## config.mk

```make
export PLATFORM = sky130hd
export DESIGN_NAME = iir_fold_param
export DESIGN_NICKNAME = d
export VERILOG_FILES = /design/src/rtl/iir_fold_param.sv
export SDC_FILE = /design/constraint.sdc
export NUM_CORES = 1
export LEC_CHECK = 0
export ABC_CLOCK_PERIOD_IN_PS = 10450
export BUFFER_PORTS_ARGS = -buffer_cell sky130_fd_sc_hd__buf_2
export CORE_ASPECT_RATIO = 1.2
export CORE_MARGIN = 2
export CORE_UTILIZATION = 40
export CTS_BUF_LIST = sky130_fd_sc_hd__clkbuf_8
export DETAILED_ROUTE_END_ITERATION = 16
export GPL_TIMING_DRIVEN = 0
export HOLD_SLACK_MARGIN = 0.03
export PLACE_DENSITY = 0.68
export REMOVE_ABC_BUFFERS = 1
export SETUP_SLACK_MARGIN = 0.4
export SYNTH_ARGS = -nofsm -noshare
export SYNTH_HDL_FRONTEND = slang
export SYNTH_SLANG_ARGS = --single-unit
```

## constraint.sdc

```tcl
create_clock -name clk -period 10.45 [get_ports clk]
set_input_delay 0 -clock clk [delete_from_list [all_inputs] [get_ports clk]]
set_output_delay 0 -clock clk [all_outputs]
set_load 0.02 [all_outputs]
```

## src/rtl/iir_fold_param.sv

```systemverilog
`default_nettype none
// ---------------------------------------------------------------------------
// iir_fold_param : biquad IIR, one multiplier folded over 5 taps per sample
// Revision 1.0
// ---------------------------------------------------------------------------
module iir_fold_param #(
  parameter int WIDTH  = 10,
  parameter int COEF_W = 12,
  parameter int FRAC   = 10
) (
  input  logic                     clk,
  input  logic                     rst,
  input  logic                     in_valid,
  output logic                     in_ready,
  input  logic signed [WIDTH-1:0]  data_in,
  input  logic signed [COEF_W-1:0] b0,
  input  logic signed [COEF_W-1:0] b1,
  input  logic signed [COEF_W-1:0] b2,
  input  logic signed [COEF_W-1:0] a1,
  input  logic signed [COEF_W-1:0] a2,
  input  logic                     bypass,
  output logic signed [WIDTH-1:0]  data_out,
  output logic                     out_valid
);

  localparam int PROD_W = WIDTH + COEF_W;
  localparam int ACC_W  = PROD_W + 3;
  localparam logic signed [ACC_W-1:0] Y_MAX = {{(ACC_W-WIDTH+1){1'b0}}, {(WIDTH-1){1'b1}}};
  localparam logic signed [ACC_W-1:0] Y_MIN = {{(ACC_W-WIDTH+1){1'b1}}, {(WIDTH-1){1'b0}}};

  typedef enum logic [1:0] {IDLE = 2'd0, MAC = 2'd1, DONE = 2'd2} state_t;

  state_t                   state_q, state_d;
  logic [2:0]               tap_q, tap_d;
  logic signed [ACC_W-1:0]  acc_q, acc_d;
  logic signed [WIDTH-1:0]  x0_q, x0_d, x1_q, x1_d, x2_q, x2_d;
  logic signed [WIDTH-1:0]  y1_q, y1_d, y2_q, y2_d;
  logic signed [COEF_W-1:0] b0_q, b0_d, b1_q, b1_d, b2_q, b2_d, a1_q, a1_d, a2_q, a2_d;
  logic                     byp_q, byp_d;
  logic signed [WIDTH-1:0]  data_out_q, data_out_d;
  logic                     out_valid_q, out_valid_d;
  logic                     in_ready_q, in_ready_d;

  logic signed [COEF_W-1:0] mac_coef;
  logic signed [WIDTH-1:0]  mac_samp;
  logic signed [PROD_W-1:0] prod;
  logic signed [ACC_W-1:0]  shifted;
  logic signed [WIDTH-1:0]  y_new;

  // Tap order: b0*x[n], b1*x[n-1], b2*x[n-2], then the two feedback terms
  always_comb begin
    mac_coef = '0;
    mac_samp = '0;
    case (tap_q)
      3'd0: begin mac_coef = b0_q; mac_samp = x0_q; end
      3'd1: begin mac_coef = b1_q; mac_samp = x1_q; end
      3'd2: begin mac_coef = b2_q; mac_samp = x2_q; end
      3'd3: begin mac_coef = a1_q; mac_samp = y1_q; end
      3'd4: begin mac_coef = a2_q; mac_samp = y2_q; end
      default: begin mac_coef = '0; mac_samp = '0; end
    endcase
  end

  assign prod    = PROD_W'(mac_coef) * PROD_W'(mac_samp);
  assign shifted = acc_q >>> FRAC;

  always_comb begin
    if (byp_q)                y_new = x0_q;
    else if (shifted > Y_MAX) y_new = Y_MAX[WIDTH-1:0];
    else if (shifted < Y_MIN) y_new = Y_MIN[WIDTH-1:0];
    else                      y_new = shifted[WIDTH-1:0];
  end

  always_comb begin
    state_d     = state_q;
    tap_d       = tap_q;
    acc_d       = acc_q;
    x0_d        = x0_q;
    x1_d        = x1_q;
    x2_d        = x2_q;
    y1_d        = y1_q;
    y2_d        = y2_q;
    b0_d        = b0_q;
    b1_d        = b1_q;
    b2_d        = b2_q;
    a1_d        = a1_q;
    a2_d        = a2_q;
    byp_d       = byp_q;
    data_out_d  = data_out_q;
    out_valid_d = 1'b0;
    case (state_q)
      IDLE: begin
        if (in_valid && in_ready_q) begin
          x0_d    = data_in;
          b0_d    = b0;
          b1_d    = b1;
          b2_d    = b2;
          a1_d    = a1;
          a2_d    = a2;
          byp_d   = bypass;
          tap_d   = 3'd0;
          acc_d   = '0;
          state_d = MAC;
        end
      end
      MAC: begin
        if (tap_q < 3'd3) acc_d = acc_q + ACC_W'(prod);
        else              acc_d = acc_q - ACC_W'(prod);
        if (tap_q == 3'd4) begin
          state_d = DONE;
          tap_d   = 3'd0;
        end else begin
          tap_d = tap_q + 3'd1;
        end
      end
      DONE: begin
        data_out_d  = y_new;
        out_valid_d = 1'b1;
        x2_d        = x1_q;
        x1_d        = x0_q;
        y2_d        = y1_q;
        y1_d        = y_new;
        state_d     = IDLE;
      end
      default: state_d = IDLE;
    endcase
    in_ready_d = (state_d == IDLE);
  end

  always_ff @(posedge clk) begin
    if (!rst) begin
      state_q     <= IDLE;
      tap_q       <= '0;
      acc_q       <= '0;
      x0_q        <= '0;
      x1_q        <= '0;
      x2_q        <= '0;
      y1_q        <= '0;
      y2_q        <= '0;
      b0_q        <= '0;
      b1_q        <= '0;
      b2_q        <= '0;
      a1_q        <= '0;
      a2_q        <= '0;
      byp_q       <= 1'b0;
      data_out_q  <= '0;
      out_valid_q <= 1'b0;
      in_ready_q  <= 1'b1;
    end else begin
      state_q     <= state_d;
      tap_q       <= tap_d;
      acc_q       <= acc_d;
      x0_q        <= x0_d;
      x1_q        <= x1_d;
      x2_q        <= x2_d;
      y1_q        <= y1_d;
      y2_q        <= y2_d;
      b0_q        <= b0_d;
      b1_q        <= b1_d;
      b2_q        <= b2_d;
      a1_q        <= a1_d;
      a2_q        <= a2_d;
      byp_q       <= byp_d;
      data_out_q  <= data_out_d;
      out_valid_q <= out_valid_d;
      in_ready_q  <= in_ready_d;
    end
  end

  assign data_out  = data_out_q;
  assign out_valid = out_valid_q;
  assign in_ready  = in_ready_q;

endmodule
`default_nettype wire

```

After elaboration in Yosys (flattened, before gate mapping):

Index checks and enable logic that the tools add are counted.

* register bits after elaboration: 143
* word-level logic and storage cells: 52
* bits of input ports: 74
* output and inout port bits: 12

* $mul: 1
* $lt $le $gt $ge: 3
* muxes and demuxes: 15
* equal/unequal tests: 7
* add/subtract/negate cells: 3
* reduce and logical (&&, ||, !) cells: 7

Operator list (count)
* 12-bit case mux with 5 select lines: 1
* 25-bit 2-to-1 mux: 2
* 10-bit case mux with 5 select lines: 1
* 25-bit case mux with 2 select lines: 1
* 10-bit 2-to-1 mux: 3
* 25-bit by 22-bit adder with 25-bit output: 1
* 25-bit by 22-bit subtractor with 25-bit output: 1
* 12-bit by 10-bit multiplier with 22-bit output: 1
* 15-bit by 10-bit greater-than comparator with 1-bit output (second input constant): 1
* 15-bit by 10-bit < comparator with 1-bit output (second input constant): 1
* 3-bit by 2-bit equality test with 1-bit output (second input constant): 2
* 3-bit 2-to-1 mux: 2
* 3-bit case mux with 2 select lines: 1
* 2-bit zero test: 2
* 2-bit 2-to-1 mux: 2
* 2-bit case mux with 2 select lines: 1
* 2-bit AND reduction: 2
* 3-bit by 1-bit adder with 3-bit output (second input constant): 1
* 3-bit by 1-bit equality test with 1-bit output (second input constant): 1
* 3-bit equality test (second input constant): 1
* 3-bit zero test: 1
* 3-bit by 2-bit < comparator with 1-bit output (second input constant): 1
* 2-bit by 1-bit equality test with 1-bit output (second input constant): 1
* 2-bit equality test (second input constant): 1
* 4 further kinds: 4

Depth between registers and ports, before layout:

Gate-level depths: netlist of run 1.

* depth in word-level cells: 6
* mapped depth: 39

Worst setup path before layout of run 1:

No wires, ideal clock.

* kind: register to register
* start: register tap_q[0]
* end: register acc_q[24]
* stages on the path, launching flop included: 38
* slack: 1.890 ns
* data required time: 10.389 ns
* arrival time: 8.500 ns
* path buffers: 3
* cells stage by stage: dfxtp_1 inv_1 ha_1 and2_4 clkbuf_1 a222oi_1 o21a_1 clkbuf_1 nand2b_1 fa_1 fa_1 inv_1 fa_1 fa_1 inv_1 fa_1 inv_1 ha_1 [2 not listed] o211ai_1 a211oi_2 a21bo_2 nor4_4 nand3_2 nor4_4 nor2_1 xnor2_1 ha_1 a21o_1 a21oi_1 nand2_1 a21oi_1 o21ai_0 o41a_1 nor4_1 mux2i_1 nand3_2

* cells in the longest elaborated chain, start to end: 6
* elaborated cells between the ends (all ways): 13
* classes of those cells: add/sub (2); mul (1); order compare (1); eq/ne (4); mux (4); reduce/logical (1)

Ends and longest elaborated chain
* start, declared: line 34 `logic [2:0] tap_q, tap_d;`
* start signal, assigned: line 151 `tap_q <= tap_d;`
* 3-bit equality test (tied with other cells): line 54 `case (tap_q)`
* 12-bit case mux with 5 select lines or 10-bit case mux with 5 select lines (tied branches): line 54
* 12-bit by 10-bit multiplier with 22-bit output: line 64 `assign prod = PROD_W'(mac_coef) * PROD_W'(mac_samp);`
* 25-bit by 22-bit subtractor with 25-bit output or 25-bit by 22-bit adder with 25-bit output (tied branches): line 108, 107
* 25-bit 2-to-1 mux (*): line 107 `if (tap_q < 3'd3) acc_d = acc_q + ACC_W'(prod);`
* 25-bit case mux with 2 select lines (*): line 91 `case (state_q)`
* end signal, assigned: line 134 `acc_q <= '0;`
* end signal, assigned: line 152 `acc_q <= acc_d;`
* end, declared: line 35 `logic signed [ACC_W-1:0] acc_q, acc_d;`

Mark *: on every way between the ends. The rest lies on a longest branch, timed or not.
A chain may end at the register's enable or synchronous reset.

Worst setup path in the final report of run 1:

Same ends and word-level chain as after synthesis.

==> flow_summary.json, run 1 <==
{
  "p_leak_nw": 6.283,
  "syn_inst": 1513,
  "cts_made_buffers": 17,
  "power_mw": 1.980,
  "crit_cells": 36,
  "worstPathRequired_ps": 10890,
  "cts_root_buf": "clkbuf_8",
  "clock_latency_ps": 480,
  "area_delta_synth_final_pct": 17.81,
  "ys_seq_elements": 143,
  "path_delay_family": "adder cells",
  "syn_area_um2": 12160,
  "hp-class": "input port to register",
  "ys_async_sr_fraction_pct": 0,
  "worstMarginPinSlew_ps": 1257,
  "layout.cells.non_filler": 2045,
  "grt_max_degree": 69,
  "clkTransAtPathRegs_ps": 100,
  "path_class": "register to register",
  "place_area_um2": 12930,
  "grt_antenna_before_repair": 0,
  "dieWidth_um": 163.2,
  "syn-mean-instance-area_um2": 8.040,
  "final_max_slew_viol_count": 0,
  "antenna_cells": 0,
  "route.detailed.drc": 0,
  "holdWs_ps": 158.0,
  "yosysWarnings": 0,
  "power.density_nw_per_um2": 138.2,
  "clock-sinks": 143,
  "hold_path.startpoint": "in_valid",
  "fin_skew_ps": 15.34,
  "grt-busiest-layer": "met2",
  "cts_tree": "yes",
  "netlist_top_cells_area": "dfxtp_1, fa_1, nand2_1, ha_1, a21oi_1",
  "crit_path_start_kind": "register",
  "yosys.cell_count.top_type": "nand2_1",
  "track_usage_pct": 20.78,
  "cp_slowest_stage_delay_ps": 540,
  "synth-main-ff-cell": "dfxtp_1",
  "rsz0062_at_grt": "false",
  "die_h_um": 195.0,
  "gp_congestion": 0.9562,
  "grt_use_met3_pct": 3.420,
  "cts_max_level": 4,
  "maxCapViolCount": 0,
  "drive_gt1_share_pct": 11.84,
  "peakVddDrop_mv": 0.1509,
  "synth.top_cells.by_count": "nand2_1, a21oi_1, inv_1",
  "start_util_pct": 40.84,
  "drt_wl_total_mm": 33.25,
  "core-area_um2": 29780,
  "critical_path.endpoint_type": "register",
  "vias": 11080,
  "clockBufferDepth": 2,
  "worstReg2RegStart": "tap_q[0]",
  "holdPathStages": 6,
  "fin_nets": 1907,
  "synth-edff-count": 0,
  "drtIter0Drc": 939,
  "fin_tns_setup_ps": 0,
  "reg2reg_to": "acc_q[24]",
  "status": "complete, no violations",
  "finalHoldViolations": 0,
  "clock.fmax_mhz": 105.3,
  "cpMaxStageDelayCell": "fa_1",
  "postRouteAntennaNets": 0,
  "grt_pass1_wl_mm": 53.85,
  "min_to": "b0_q[0]",
  "period_share_pct": 90.84,
  "grt_use_met1_pct": 25.78,
  "viasPerCell": 5.420,
  "cp_num_buf_inv": 6,
  "worstPathArrival_ps": 9930,
  "cp_max_fo": 22,
  "rows": 69,
  "dpl.cell_count": 1921,
  "yosys.area.top_type": "dfxtp_1",
  "ios": 86,
  "yosysUniqueCellTypes": 75,
  "die_area_um2": 31830,
  "place.detailed.hpwl_mm": 23.07,
  "design_area_um2": 14330,
  "r2r_setup_slack_ps": 960,
  "port_buffers": 85,
  "synth_top_cell_area_share_pct": 23.53,
  "grtUsageMet2_pct": 35.57,
  "wl_per_cell_um": 16.26,
  "grt_overflow": 0,
  "setup_viol": 0,
  "slew_headroom_pct": 16.18,
  "finalCriticalPeriod_ps": 9493,
  "grt_pass1_vias": 11020,
  "yosysSeqAreaShare_pct": 23.53,
  "dr.pass1.iters": 5,
  "reg2reg_depth": 36
}
-- cell usage in the layout (no fill, tap or decap), types with 16 or more instances in the layout --
cell type	count
a21oi_1	156
a222oi_1	21
a22oi_1	37
buf_2	85
clkbuf_8	17
dfxtp_1	142
dlygate4sd3_1	80
fa_1	109
ha_1	79
inv_1	154
nand2_1	297
nand3_1	16
nor2_1	111
nor2b_1	17
nor3_1	16
o21a_1	16
o21ai_0	25
xnor2_1	35
xor2_1	18
-- area by class of cell --
type                    count  area [µm²]
clock buffers              17       234.0
clock inverters            15       152.6
fillers                  2763       15450
inverters                 155       584.3
multi-input cells        1139        8523
flip-flops and latches    143        2867
well taps                 390       488.0
repair buffers            186        1483
-- flip-flops by register name, indices dropped and copies added, names as in the netlist --
name	count
acc_q	25
a2_q	12
state_q	2
b2_q	12
b0_q	12
y2_q	10
tap_q	3
x1_q	10
x0_q	10
out_valid	1
a1_q	12
byp_q	1
in_ready	1
b1_q	12
data_out	10
x2_q	10
-- worst min-delay path: cells and delay by family --
family / cells / cell delay, ps
buf+inv: 2 / 280
compound gates: 1 / 50
simple gates: 3 / 260
-- report_power, final --
part / internal (mW) / total, mW / switching (mW)
Sequential: 0.585 / 0.619 / 0.0341
Combinational: 0.386 / 0.912 / 0.526
Clock: 0.196 / 0.449 / 0.254
-- per-stage QoR --
step	util [%]	setup WS [ps]
3_3_place_gp	42.86	-729.2
4_1_cts	47.45	412.7
3_5_place_dp	43.40	-527.0
2_1_floorplan	-	1500
5_1_grt	48.12	398.5
6_report	48.12	957.2
-- metal layers --
layer / wire [µm] / part of all wire [%]
met2: 16360 / 49
met3: 1463 / 4.4
met5: 0 / 0
met1: 14250 / 43
met4: 1178 / 3.5
-- kinds of logic (layout without fill, tap and decap cells) --
logic type / count (synthesis) / after routing / share of synthesized area [%]
AND/OR/NAND/NOR: 531 / 531 / 19.29
AO/OA/AOI/OAI: 360 / 360 / 19.23
buffers and inverters: 231 / 373 / 7.334
adder cells (fa/ha/maj): 191 / 191 / 26.37
flip-flops: 143 / 143 / 23.53
XOR/XNOR: 54 / 54 / 3.950
multiplexers: 3 / 3 / 0.2880
-- worst max-delay path by stage --
stage,from,end
after CTS,tap_q[0],acc_q[24]
after global placement,tap_q[2],acc_q[24]
final,tap_q[0],acc_q[24]
after floorplan,tap_q[2],acc_q[24]
after global routing,tap_q[1],acc_q[24]
after detailed placement,tap_q[2],acc_q[24]
-- timing repair --
item	4_1_cts	5_1_grt
pin swaps	0	4
resized for setup	7	25
hold buffers	80	0
setup endpoints to repair	10	7
endpoints found under the hold margin	86	0
setup buffers	0	12
(Power assumes the default switching activity.)
==> run 2: changes to the inputs <==
--- a/config.mk
+++ b/config.mk
@@ -8,12 +8,12 @@
 export ABC_CLOCK_PERIOD_IN_PS = 10450
 export BUFFER_PORTS_ARGS = -buffer_cell sky130_fd_sc_hd__buf_2
 export CORE_ASPECT_RATIO = 1.2
-export CORE_MARGIN = 2
 export CORE_UTILIZATION = 40
 export CTS_BUF_LIST = sky130_fd_sc_hd__clkbuf_8
 export DETAILED_ROUTE_END_ITERATION = 16
 export GPL_TIMING_DRIVEN = 0
 export HOLD_SLACK_MARGIN = 0.03
+export MAX_ROUTING_LAYER = met4
 export PLACE_DENSITY = 0.68
 export REMOVE_ABC_BUFFERS = 1
 export SETUP_SLACK_MARGIN = 0.4
==> run 2 against run 1 <==
Combinational power about the same. Critical path depth is 2 lower. Cell area shrank 0.18%. Global-route usage up 1.4 points. Core utilization down 0.088 points. First-iteration DRC count down 6.8%. Sequential power about the same. Sequential share of layout area about the same. Critical endpoint unchanged. Largest cell class unchanged. Highest routed layer unchanged.
==> flow_summary.json, run 2 (synthesized netlist as in run 1, its figures left out) <==
{
  "status": "complete, no violations",
  "grt_pass1_vias": 11130,
  "vias": 11040,
  "finalCriticalPeriod_ps": 9515,
  "peakVddDrop_mv": 0.1243,
  "final_common_cell": "nand2_1",
  "cts_tree": "yes",
  "p_leak_nw": 6.268,
  "cts_made_buffers": 17,
  "dr.pass1.iters": 5,
  "hp-class": "input port to register",
  "drtIter0Drc": 875,
  "clkTransAtPathRegs_ps": 90,
  "die_area_um2": 31110,
  "period_share_pct": 91.05,
  "cpMaxStageDelayCell": "fa_1",
  "grt_pass1_wl_mm": 54.02,
  "worstMarginPinSlew_ps": 1306,
  "grt_antenna_before_repair": 1,
  "worstReg2RegStart": "tap_q[0]",
  "wl_per_cell_um": 16.32,
  "setup_slack_ps": 935.3,
  "clock.fmax_mhz": 105.1,
  "setup_viol": 0,
  "ios": 86,
  "slew_headroom_pct": 12.92,
  "worstPathRequired_ps": 10880,
  "gp_congestion": 0.9468,
  "fillCellCount": 2830,
  "area_delta_synth_final_pct": 17.60,
  "rows": 69,
  "fin_nets": 1904,
  "place.detailed.hpwl_mm": 23.33,
  "final_cell_mix": "nand2_1, a21oi_1, inv_1, dfxtp_1, nor2_1",
  "power.density_nw_per_um2": 137.9,
  "cp_max_fo": 14,
  "crit_start": "tap_q[0]",
  "path_class": "register to register",
  "core-area_um2": 29780,
  "viasPerCell": 5.403,
  "critical_path.endpoint_type": "register",
  "power_mw": 1.973,
  "die_h_um": 193.0,
  "grt_max_degree": 70,
  "drt_wl_total_mm": 33.35,
  "critical_path.most_common_cell": "fa_1",
  "place_ws_ps": -431.4,
  "start_util_pct": 40.84,
  "grt_overflow": 0,
  "postRouteAntennaNets": 0,
  "largest_reg_flops": 25,
  "cp_slowest_stage_delay_ps": 540,
  "cts_max_level": 4,
  "final_max_slew_viol_count": 0,
  "clockBufferDepth": 2,
  "cts_root_buf": "clkbuf_8",
  "clock-sinks": 143,
  "worstPathArrival_ps": 9940,
  "hold_path.startpoint": "in_valid",
  "dieWidth_um": 161.2,
  "route.detailed.drc": 0,
  "track_usage_pct": 22.18,
  "largest_register": "acc_q",
  "drive_gt1_share_pct": 11.50,
  "fin_skew_ps": 18.53,
  "rsz0062_at_grt": "false",
  "clock_latency_ps": 480,
  "finalHoldViolations": 0,
  "maxCapViolCount": 0,
  "port_buffers": 85,
  "crit_path_start_kind": "register"
}
==> run 2: changes by cell type in the layout (fill, tap and decap cells not counted), moves of 2 or more <==
cell,before,now
o21ai_2,10,7
o21ai_1,7,10
buf_4,11,7
clkbuf_8,17,19
==> run 2: path summary, 6_finish.rpt <==
path	to	slack, ps	depth (start not counted)
setup / recovery	acc_q[24]	940	34
hold / removal	x0_q[9]	140	6
setup reg to reg	acc_q[24]	940	34
hold reg to reg	x2_q[9]	460	2
==> run 2: where the power goes <==
group	switching, mW	leakage, nW	internal [mW]
registers	0.0347	1.16	0.585
logic	0.523	4.91	0.387
clock network	0.238	0.195	0.204
==> run 2: critical path, delay by kind of cell, from the launching register on <==
family / cells / cell delay (ps)
AO/OA/AOI/OAI: 11 / 2930
XOR/XNOR: 1 / 250
adder cells (fa/ha/maj): 8 / 3630
buffers and inverters: 4 / 340
flip-flops: 1 / 370
multiplexers: 1 / 130
AND/OR/NAND/NOR: 9 / 1760
==> run 2: repair_timing <==
action                                  in CTS  in global routing
hold endpoints to repair                    84                  0
gates resized for setup                      9                 22
setup buffers                                0                  8
hold buffers                                79                  0
pin swaps                                    0                  3
endpoints found under the setup margin      10                  7
cloned                                       0                  1
==> run 2: area by class of cell <==
| type | instances | area (µm²) | share of cell area [%] |
|---|---|---|---|
| Sequential cell | 143 | 2867 | 20.04 |
| Clock inverter | 13 | 123.9 | 0.8659 |
| Antenna cell | 1 | 2.502 | 0.01749 |
| Timing Repair Buffer | 182 | 1448 | 10.12 |
| Clock buffer | 19 | 261.5 | 1.828 |
| Inverter | 155 | 584.3 | 4.085 |
| Multi-Input combinational cell | 1140 | 8531 | 59.63 |
| Tap cell | 390 | 488.0 | 3.411 |
==> run 2: per-layer routing <==
metal	vias to the layer above	global-route usage [%]	share of wire, %
met5	-	-	0
met4	0	10.41	3.9
met2	343	38.16	49
met1	5306	25.71	42
met3	76	2.909	4.5
li1	5313	-	-
==> run 2: stage by stage <==
stage / hold WS (ps) / cell area, µm² / setup TNS [ps] / instances / util [%]
6_report: 142.4 / 14310 / 0 / 2043 / 48.03
5_1_grt: 160.9 / 14310 / 0 / 2043 / 48.03
4_1_cts: 112.5 / 14140 / 0 / 2033 / 47.46
3_5_place_dp: 247.3 / 12930 / -833.3 / 1922 / 43.42
3_3_place_gp: 242.6 / 12770 / -2968 / 1912 / 42.86
2_1_floorplan: 136.0 / 11850 / 0 / 1437 / -
==> run 3: changes to the inputs <==
--- a/config.mk
+++ b/config.mk
@@ -5,6 +5,7 @@
 export SDC_FILE = /design/constraint.sdc
 export NUM_CORES = 1
 export LEC_CHECK = 0
+export ABC_AREA = 1
 export ABC_CLOCK_PERIOD_IN_PS = 10450
 export BUFFER_PORTS_ARGS = -buffer_cell sky130_fd_sc_hd__buf_2
 export CORE_ASPECT_RATIO = 1.2
==> run 3 against run 2 <==
Global-route usage grew 0.42 points. Total power is 24% higher. Register-to-register slack gained 360 ps. Critical path depth grew 10. Combinational power rose by 48%. Area after synthesis rose by 3.1%. Final cell count grew 12%. Clock power grew 2%. Critical path type unchanged. Largest cell class unchanged. Largest power group unchanged.
==> flow_summary.json, run 3 <==
{
  "dieWidth_um": 163.6,
  "final_common_cell": "nand2_1",
  "core-area_um2": 30650,
  "synth-edff-count": 0,
  "place_ws_ps": 1264,
  "ys_async_sr_fraction_pct": 0,
  "cts_root_buf": "clkbuf_8",
  "setup_slack_ps": 1300,
  "peakVddDrop_mv": 0.1002,
  "ys_seq_elements": 143,
  "grt_max_degree": 114,
  "critical_path.endpoint_type": "register",
  "drive_gt1_share_pct": 9.529,
  "track_usage_pct": 22.60,
  "post-cts-setup-buffer-count": 0,
  "cts_max_level": 4,
  "period_share_pct": 87.56,
  "dr.pass1.iters": 5,
  "cts_made_buffers": 17,
  "clock_latency_ps": 480,
  "cpMaxStageDelayCell": "and2_1",
  "route.detailed.drc": 0,
  "drt_wl_total_mm": 32.93,
  "cts_tree": "yes",
  "yosys.cell_count.top_type": "nand2_1",
  "yosysSeqAreaShare_pct": 22.83,
  "fillCellCount": 3079,
  "clock-sinks": 143,
  "reg2reg_to": "acc_q[22]",
  "cp_max_fo": 13,
  "maxCapViolCount": 0,
  "dpl.cell_count": 2181,
  "rsz0062_at_grt": "false",
  "die_area_um2": 32060,
  "grt_pass1_wl_mm": 55.98,
  "grt_overflow": 0,
  "largest_register": "acc_q",
  "yosysUniqueCellTypes": 49,
  "crit_path_start_kind": "register",
  "grt_use_met3_pct": 2.241,
  "port_buffers": 85,
  "syn_inst": 1758,
  "syn_area_um2": 12540,
  "grt-busiest-layer": "met2",
  "min_to": "b1_q[11]",
  "fin_tns_setup_ps": 0,
  "final_cell_mix": "nand2_1, inv_1, nor2_1, dfxtp_1, o21ai_0",
  "vias": 11670,
  "postRouteAntennaNets": 0,
  "ios": 86,
  "syn-mean-instance-area_um2": 7.133,
  "grt_antenna_before_repair": 0,
  "hold_path.startpoint": "rst",
  "viasPerCell": 5.107,
  "power.density_nw_per_um2": 169.3,
  "layout.cells.non_filler": 2285,
  "final_max_slew_viol_count": 0,
  "grt_use_met1_pct": 27.10,
  "worstPathRequired_ps": 10780,
  "clockBufferDepth": 2,
  "clock.fmax_mhz": 109.3,
  "finalHoldViolations": 0,
  "synth-main-ff-cell": "dfxtp_1",
  "largest_reg_flops": 25,
  "cp_slowest_stage_delay_ps": 580,
  "grtUsageMet2_pct": 38.89,
  "drtIter0Drc": 716,
  "start_util_pct": 40.91,
  "rows": 70,
  "clkTransAtPathRegs_ps": 100,
  "gp_congestion": 0.8952,
  "synth.top_cells.by_count": "nand2_1, inv_1, nor2_1",
  "reg2reg_depth": 44,
  "holdPathStages": 3,
  "netlist_top_cells_area": "dfxtp_1, fa_1, nand2_1, inv_1, ha_1",
  "r2r_setup_slack_ps": 1300,
  "yosys.area.top_type": "dfxtp_1",
  "antenna_cells": 0,
  "synth_top_cell_area_share_pct": 22.83,
  "fin_nets": 2141,
  "finalCriticalPeriod_ps": 9150,
  "status": "complete, no violations",
  "die_h_um": 196.0,
  "p_leak_nw": 7.105,
  "hp-class": "input port to register",
  "yosysWarnings": 0,
  "place.detailed.hpwl_mm": 24.70,
  "worstMarginPinSlew_ps": 1262,
  "critical_path.most_common_cell": "nand2_1",
  "grt_pass1_vias": 11700,
  "worstPathArrival_ps": 9480,
  "area_delta_synth_final_pct": 15.01,
  "slew_headroom_pct": 15.84,
  "path_class": "register to register",
  "wl_per_cell_um": 14.41,
  "worstReg2RegStart": "tap_q[1]",
  "setup_viol": 0,
  "fin_skew_ps": 22.51
}
-- run 3: power by group --
group / leakage (nW) / switching (mW) / internal [mW]
clock: 0.201 / 0.238 / 0.215
combinational: 5.73 / 0.882 / 0.471
sequential: 1.17 / 0.0375 / 0.598
total: 7.11 / 1.16 / 1.28
-- run 3: worst max path at each step --
stage	start	end	slack [ps]	cells past startpoint
final	tap_q[1]	acc_q[22]	1300	44
after global routing	tap_q[1]	acc_q[22]	430	44
after CTS	tap_q[0]	acc_q[22]	1230	44
after detailed placement	tap_q[0]	acc_q[22]	1260	44
after global placement	in_ready	byp_q	1110	5
after floorplan	tap_q[0]	acc_q[22]	2800	43
-- run 3: worst max-delay path, delay by kind of cell, from the launching register on --
family / cells / cell delay (ps)
adders and majority gates: 9 / 3830
and+or+nand+nor: 21 / 2780
buffers and inverters: 7 / 990
AOI/OAI and AO/OA: 6 / 840
DFF: 1 / 360
xor gates and xnor gates: 1 / 180
-- run 3: cells by family (layout without fill, tap and decap cells) --
group                    count (synthesis)  after routing  share of synthesized area, %
AO/OA/AOI/OAI                          339            339                         15.13
XOR/XNOR                                35             35                         2.564
adder cells (fa/ha/maj)                191            191                         25.58
buffers and inverters                  379            510                         11.36
flip-flops                             143            143                         22.83
AND/OR/NAND/NOR                        671            671                         22.53
-- run 3: metal layers --
layer	vias to the layer above	wire [µm]
met3	55	1219
met2	305	16590
met1	5530	14160
li1	5780	-
met5	-	0
met4	0	958
-- run 3: cell type report --
cell class,count,area [µm²],share of cell area (%)
sequential,143,2863,19.85
clock buffer,17,234.0,1.622
timing repair buffer,162,1220,8.459
clock inverter,15,157.7,1.093
tap,396,495.5,3.436
inverter,316,1187,8.234
multi-input combinational,1236,8264,57.31
-- run 3: timing repair --
item,4_1_cts,5_1_grt
hold endpoints to repair,71,0
endpoints found under the setup margin,0,1
hold buffers,71,0
resized for setup,0,1
-- run 3: per-stage QoR --
step | total power [mW] | hold WS [ps] | utilization (%) | cell area, µm²
floorplan | 1.651 | 69.99 | - | 12300
global placement | 1.947 | 221.3 | 43.13 | 13220
detailed placement | 1.972 | 227.9 | 43.42 | 13310
CTS | 2.455 | 120.5 | 47.01 | 14410
global route | 2.672 | 219.6 | 47.04 | 14420
finish | 2.442 | 153.8 | 47.04 | 14420
